File: src/rtl/i2c_slave_line_cond.sv
// SCL/SDA input conditioning for the I2C slave: 2-FF sync, glitch filter,
// START/STOP detection, bus-busy tracking and SMBus-style SCL-low timeout.
module i2c_slave_line_cond #(
  parameter int unsigned FILT_LEN = 3,
  parameter int unsigned TO_W     = 20
) (
  input  logic            clk,
  input  logic            rst_,
  input  logic            ena,
  input  logic            scl_pad_i,
  input  logic            sda_pad_i,
  input  logic            scl_oen_i,
  input  logic            to_en,
  input  logic [TO_W-1:0] timeout_cycles,
  input  logic            to_clr,
  output logic            scl_o,
  output logic            sda_o,
  output logic            start_det,
  output logic            stop_det,
  output logic            bus_busy,
  output logic            slv_autoreset,
  output logic            timeout_flag
);

  localparam logic [3:0] FILT_LEN_C = 4'(FILT_LEN);

  // Bit 0 carries SCL, bit 1 carries SDA throughout.
  logic            clr_s;
  logic [1:0]      pad_s;
  logic [1:0]      sync1_q, sync2_q;
  logic [1:0]      filt_q, filt_d;
  logic [1:0]      prev_q;
  logic [3:0]      fcnt_q [2];
  logic [3:0]      fcnt_d [2];
  logic            scl_f_s, sda_f_s;
  logic            start_q, start_d;
  logic            stop_q, stop_d;
  logic            busy_q, busy_d;
  logic            autoreset_q;
  logic            flag_q, flag_d;
  logic            to_sat_q, to_sat_d;
  logic [TO_W-1:0] to_cnt_q, to_cnt_d;
  logic            count_en_s;
  logic            expire_s;

  assign clr_s   = rst_ | ~ena;
  assign pad_s   = {sda_pad_i, scl_pad_i};
  assign scl_f_s = filt_q[0];
  assign sda_f_s = filt_q[1];

  // Glitch filter: with FILT_LEN=0 the filtered flop acts as the second sync stage.
  always_comb begin
    for (int i = 0; i < 2; i++) begin
      filt_d[i] = filt_q[i];
      fcnt_d[i] = 4'd0;
      if (FILT_LEN == 32'd0) begin
        filt_d[i] = sync1_q[i];
      end else if (sync2_q[i] != filt_q[i]) begin
        if (fcnt_q[i] + 4'd1 == FILT_LEN_C) begin
          filt_d[i] = sync2_q[i];
        end else begin
          fcnt_d[i] = fcnt_q[i] + 4'd1;
        end
      end else begin
        fcnt_d[i] = 4'd0;
      end
    end
  end

  // Self-stretch (scl_oen_i=0) pauses the count; to_sat_q blocks re-arming until SCL goes high.
  assign count_en_s = to_en & (timeout_cycles != '0) & busy_q & ~scl_f_s
                    & scl_oen_i & ~to_sat_q;
  assign expire_s   = count_en_s & (to_cnt_q >= (timeout_cycles - TO_W'(1)));

  // Condition detect, bus-busy, timeout counter and sticky flag next-state.
  always_comb begin
    start_d  = scl_f_s & prev_q[0] & prev_q[1] & ~sda_f_s;
    stop_d   = scl_f_s & prev_q[0] & ~prev_q[1] & sda_f_s;
    busy_d   = busy_q;
    to_cnt_d = to_cnt_q;
    to_sat_d = to_sat_q;
    flag_d   = flag_q;
    if (expire_s) begin
      busy_d = 1'b0;
    end else if (start_q) begin
      busy_d = 1'b1;
    end else if (stop_q) begin
      busy_d = 1'b0;
    end else begin
      busy_d = busy_q;
    end
    if (scl_f_s || !busy_q || expire_s) begin
      to_cnt_d = '0;
    end else if (count_en_s) begin
      to_cnt_d = to_cnt_q + TO_W'(1);
    end else begin
      to_cnt_d = to_cnt_q;
    end
    if (scl_f_s) begin
      to_sat_d = 1'b0;
    end else if (expire_s) begin
      to_sat_d = 1'b1;
    end else begin
      to_sat_d = to_sat_q;
    end
    if (expire_s) begin
      flag_d = 1'b1;
    end else if (to_clr) begin
      flag_d = 1'b0;
    end else begin
      flag_d = flag_q;
    end
  end

  // State registers; reset or disable forces the idle-bus state.
  always_ff @(posedge clk) begin
    if (clr_s) begin
      sync1_q     <= 2'b11;
      sync2_q     <= 2'b11;
      filt_q      <= 2'b11;
      prev_q      <= 2'b11;
      fcnt_q[0]   <= 4'd0;
      fcnt_q[1]   <= 4'd0;
      start_q     <= 1'b0;
      stop_q      <= 1'b0;
      busy_q      <= 1'b0;
      autoreset_q <= 1'b0;
      flag_q      <= 1'b0;
      to_sat_q    <= 1'b0;
      to_cnt_q    <= '0;
    end else begin
      sync1_q     <= pad_s;
      sync2_q     <= sync1_q;
      filt_q      <= filt_d;
      prev_q      <= filt_q;
      fcnt_q[0]   <= fcnt_d[0];
      fcnt_q[1]   <= fcnt_d[1];
      start_q     <= start_d;
      stop_q      <= stop_d;
      busy_q      <= busy_d;
      autoreset_q <= expire_s;
      flag_q      <= flag_d;
      to_sat_q    <= to_sat_d;
      to_cnt_q    <= to_cnt_d;
    end
  end

  assign scl_o         = filt_q[0];
  assign sda_o         = filt_q[1];
  assign start_det     = start_q;
  assign stop_det      = stop_q;
  assign bus_busy      = busy_q;
  assign slv_autoreset = autoreset_q;
  assign timeout_flag  = flag_q;

endmodule

File: config.mk
export PLATFORM = sky130hd
export DESIGN_NAME = i2c_slave_line_cond
export DESIGN_NICKNAME = d
export VERILOG_FILES = /design/src/rtl/i2c_slave_line_cond.sv
export SDC_FILE = /design/constraint.sdc
export NUM_CORES = 1
export LEC_CHECK = 0
export CAP_MARGIN = 40
export CORE_MARGIN = 5
export CORE_UTILIZATION = 45
export DETAILED_ROUTE_END_ITERATION = 8
export GPL_TIMING_DRIVEN = 0
export PLACE_DENSITY = 0.67
export RECOVER_POWER = 25
export SLEW_MARGIN = 20
export SYNTH_ARGS = -nofsm -noshare
export SYNTH_HDL_FRONTEND = slang
export SYNTH_SLANG_ARGS = --single-unit
File: constraint.sdc
create_clock -name clk -period 12.4 [get_ports clk]
set_clock_uncertainty 0.1 [all_clocks]
set_input_delay 2.48 -clock clk [delete_from_list [all_inputs] [get_ports clk]]
set_output_delay 2.48 -clock clk [all_outputs]
set_load 0.05 [all_outputs]
==> flow_summary.yaml <==
clocking:
  insertion_delay_ps: 290
  cts_setup_buffers: 0
  cts_sinks: 42
  clkTransAtPathRegs_ps: 80
  hold_buffers: 0
  ctsLongestPathBuffers: 2
  cts_buffers: 5
  ctsResizeCount: 0
  cts_tree: "built"
  root_buffer: "clkbuf_8"
  h-tree-depth: 2
synth:
  ys.flop_type: "dfxtp_1"
  yosysSeqAreaShare_pct: 30.0
  syn-cell-area_sq_um: 2800
  yosys.area_share.simple_pct: 23.6
  synth_compound_area_share_pct: 18.6
  yosys-top-cells-count: "42 x dfxtp_1, 27 x ha_1, 25 x nor2_1"
  yosysTopAreaCell: "dfxtp_1"
  ys_ff_latch: 42
  ys_types: 46
  muxShareOfSynthArea_pct: 1.07
  synth_edf_count: 0
  ys_async_sr_fraction_pct: 0
  syn_area_per_cell_sq_um: 8.87
  netlist_instances: 316
  synth_top_family_by_area: "simple AND/OR/NAND/NOR gates"
  synth_xor_area_share_pct: 11.2
  yosysTopAreaCellShare_pct: 30.0
  syn_nets: 371
  yosysMostFrequentCell: "dfxtp_1"
  yosys_warnings: 0
  synth.area.top_cells: "dfxtp_1 30%, ha_1 12%, xor2_1 7.5%, a211oi_2 4.0%, xnor2_1 3.8%"
  synth_fa_ha_area_share_pct: 12.1
timing:
  max_freq_mhz: 153
  fin_setup_tns_ps: 0
  relSlewSlack_pct: 50.2
  hold_violations: 0
  worst_pin_slew_ps: 740
  fin_crit_sh_pct: 52.6
  hold_ws_ps: 317
  drv_slew: 0
  finalSetupViolCount: 0
  grt_setup_unrepaired: "false"
  finalCriticalPeriod_ps: 6530
floorplanning:
  num_rows: 28
  coreArea_sq_um: 5990
  die_y_um: 88.9
  die_x_um: 88.9
  die_area_sq_um: 7910
  pin_count: 35
  initial_core_util_pct: 46.8
routing:
  drt-total-wl_um: 6350
  vias: 2471
  drt_iter0_drc: 109
  vias_per_cell: 5.72
  firstDrtPassIters: 4
  antenna_left: 0
  drc: 0
  wire_per_inst_um: 14.7
pwr:
  vdd_drop_max_v: 0.0000487
  cellPowerDensity_nw_per_um2: 72.2
  p_total_uw: 239
  p_leak_nw: 1.16
min_path:
  hp-class: "flip-flop to flip-flop"
  worstHoldPathCells: 1
global_routing:
  grtUsageTotal_pct: 17.0
  antenna_found_initial: 0
  grt_max_degree: 13
  grt_pass1_vias: 2359
  overflow: 0
  grt_pass1_wl_um: 10700
worst_setup_path:
  r2r_cells: 7
  critPathKind: "input port to flip-flop"
  crit_path_end_kind: "flip-flop"
  worst_setup_path_start_kind: "input port"
  critPathMaxFanout: 10
  cp.arrival_ps: 6580
  worstPathRequired_ps: 12460
final_layout:
  final_layout_size_suffix_gt1_share_pct: 6.72
  fill_cells: 575
  nNetsFinal: 412
  diodes: 0
  layout-area-overhead-vs-synth_pct: 18.3
  design_area_sq_um: 3320
  fin_util_pct: 55.3
placed_design:
  place_area_sq_um: 3240
  finalWeightedCongestion: 0.827
  dp_hpwl_um: 4940
  port_buffers: 34
flow_run:
  cap_violations: 0
status:
  outcome: "complete, no violations"
worst max-delay path, cell delays in order:
cell and delay (ps):
clkdlybuf4s50_1 480, nor4_1 460, nand3_1 190, nor4_1 600, nand3b_1 180, xor2_1 180, ha_1 310, nand4_1 140
nor4_1 410, and4_1 270, a211o_1 210, clkbuf_1 520, a211oi_2 140
logic make-up (layout without fill, tap and decap cells):
| kind of cell | Yosys count | count (layout) |
|---|---|---|
| flip-flops | 42 | 42 |
| multiplexers | 3 | 3 |
| adder cells (fa/ha/maj) | 27 | 27 |
| AO/OA/AOI/OAI | 65 | 65 |
| buffers and inverters | 19 | 60 |
| AND/OR/NAND/NOR | 124 | 124 |
| XOR/XNOR | 36 | 36 |
flip-flops by register name (all words and copies together), names as in the netlist:
signal,cells
bus_busy,1
fcnt_q,8
filt_q,2
prev_q,2
slv_autoreset,1
start_det,1
stop_det,1
sync1_q,2
sync2_q,2
timeout_flag,1
to_cnt_q,20
to_sat_q,1
power breakdown:
| part | total [mW] | leakage [nW] | internal (mW) | switching, mW |
|---|---|---|---|---|
| Combinational | 0.0218 | 0.772 | 0.0127 | 0.00917 |
| Clock | 0.0822 | 0.0438 | 0.0378 | 0.0444 |
| Sequential | 0.135 | 0.339 | 0.135 | 0.000165 |
| Total | 0.239 | 1.16 | 0.186 | 0.0538 |
path summary, 6_finish.rpt:
check        slack (ps)              start      endpoint
max                5870  timeout_cycles[5]  to_cnt_q[18]
min                 320         sync1_q[0]    sync2_q[0]
max reg2reg        9680        to_cnt_q[5]  to_cnt_q[19]
min reg2reg         320         sync1_q[0]    sync2_q[0]
layout make-up:
class	instances	area (sq um)	share of cell area (%)
Timing Repair Buffer	34	340	10.3
Clock inverter	2	10.0	0.302
Tap cell	75	93.8	2.83
Buffer	12	70.1	2.11
Multi-Input combinational cell	255	1870	56.3
Sequential cell	42	841	25.4
Clock buffer	5	68.8	2.08
Inverter	7	26.3	0.792
layout by cell type, fill, tap and decap left out, drive strengths merged, types with 3 or more instances in the layout:
| cell type | synthesis | layout |
|---|---|---|
| dfxtp | 42 | 42 |
| clkdlybuf4s50 | 0 | 33 |
| ha | 27 | 27 |
| nor2 | 26 | 26 |
| xor2 | 24 | 24 |
| nand2 | 22 | 22 |
| a211oi | 17 | 17 |
| nor3 | 16 | 16 |
| xnor2 | 12 | 12 |
| clkbuf | 7 | 12 |
| nand3 | 11 | 11 |
| a21oi | 8 | 8 |
| o21ai | 8 | 8 |
| inv | 7 | 7 |
| o2111ai | 7 | 7 |
| nand2b | 6 | 6 |
| and3 | 6 | 6 |
| nor4 | 5 | 5 |
| or4 | 5 | 5 |
| nand4 | 5 | 5 |
| a221oi | 5 | 5 |
| buf | 5 | 5 |
| or3 | 4 | 4 |
| nor2b | 4 | 4 |
| o21a | 4 | 4 |
| o211ai | 4 | 4 |
| nand3b | 3 | 3 |
| nand4b | 3 | 3 |
| mux2i | 3 | 3 |
per-layer routing:
metal | part of all wire [%] | track usage, %
met1 | 45 | 21.5
met2 | 47 | 30.0
met3 | 7.1 | 2.58
met4 | 1.2 | 4.81
met5 | 0 | 0
metrics by stage:
stage | cells | worst slack (ps)
after floorplan | 316 | 6570
after global placement | 425 | 5600
after detailed placement | 425 | 5490
after CTS | 432 | 5810
after global routing | 432 | 5560
final | 432 | 5870
Power figures use the tool's default switching activity.
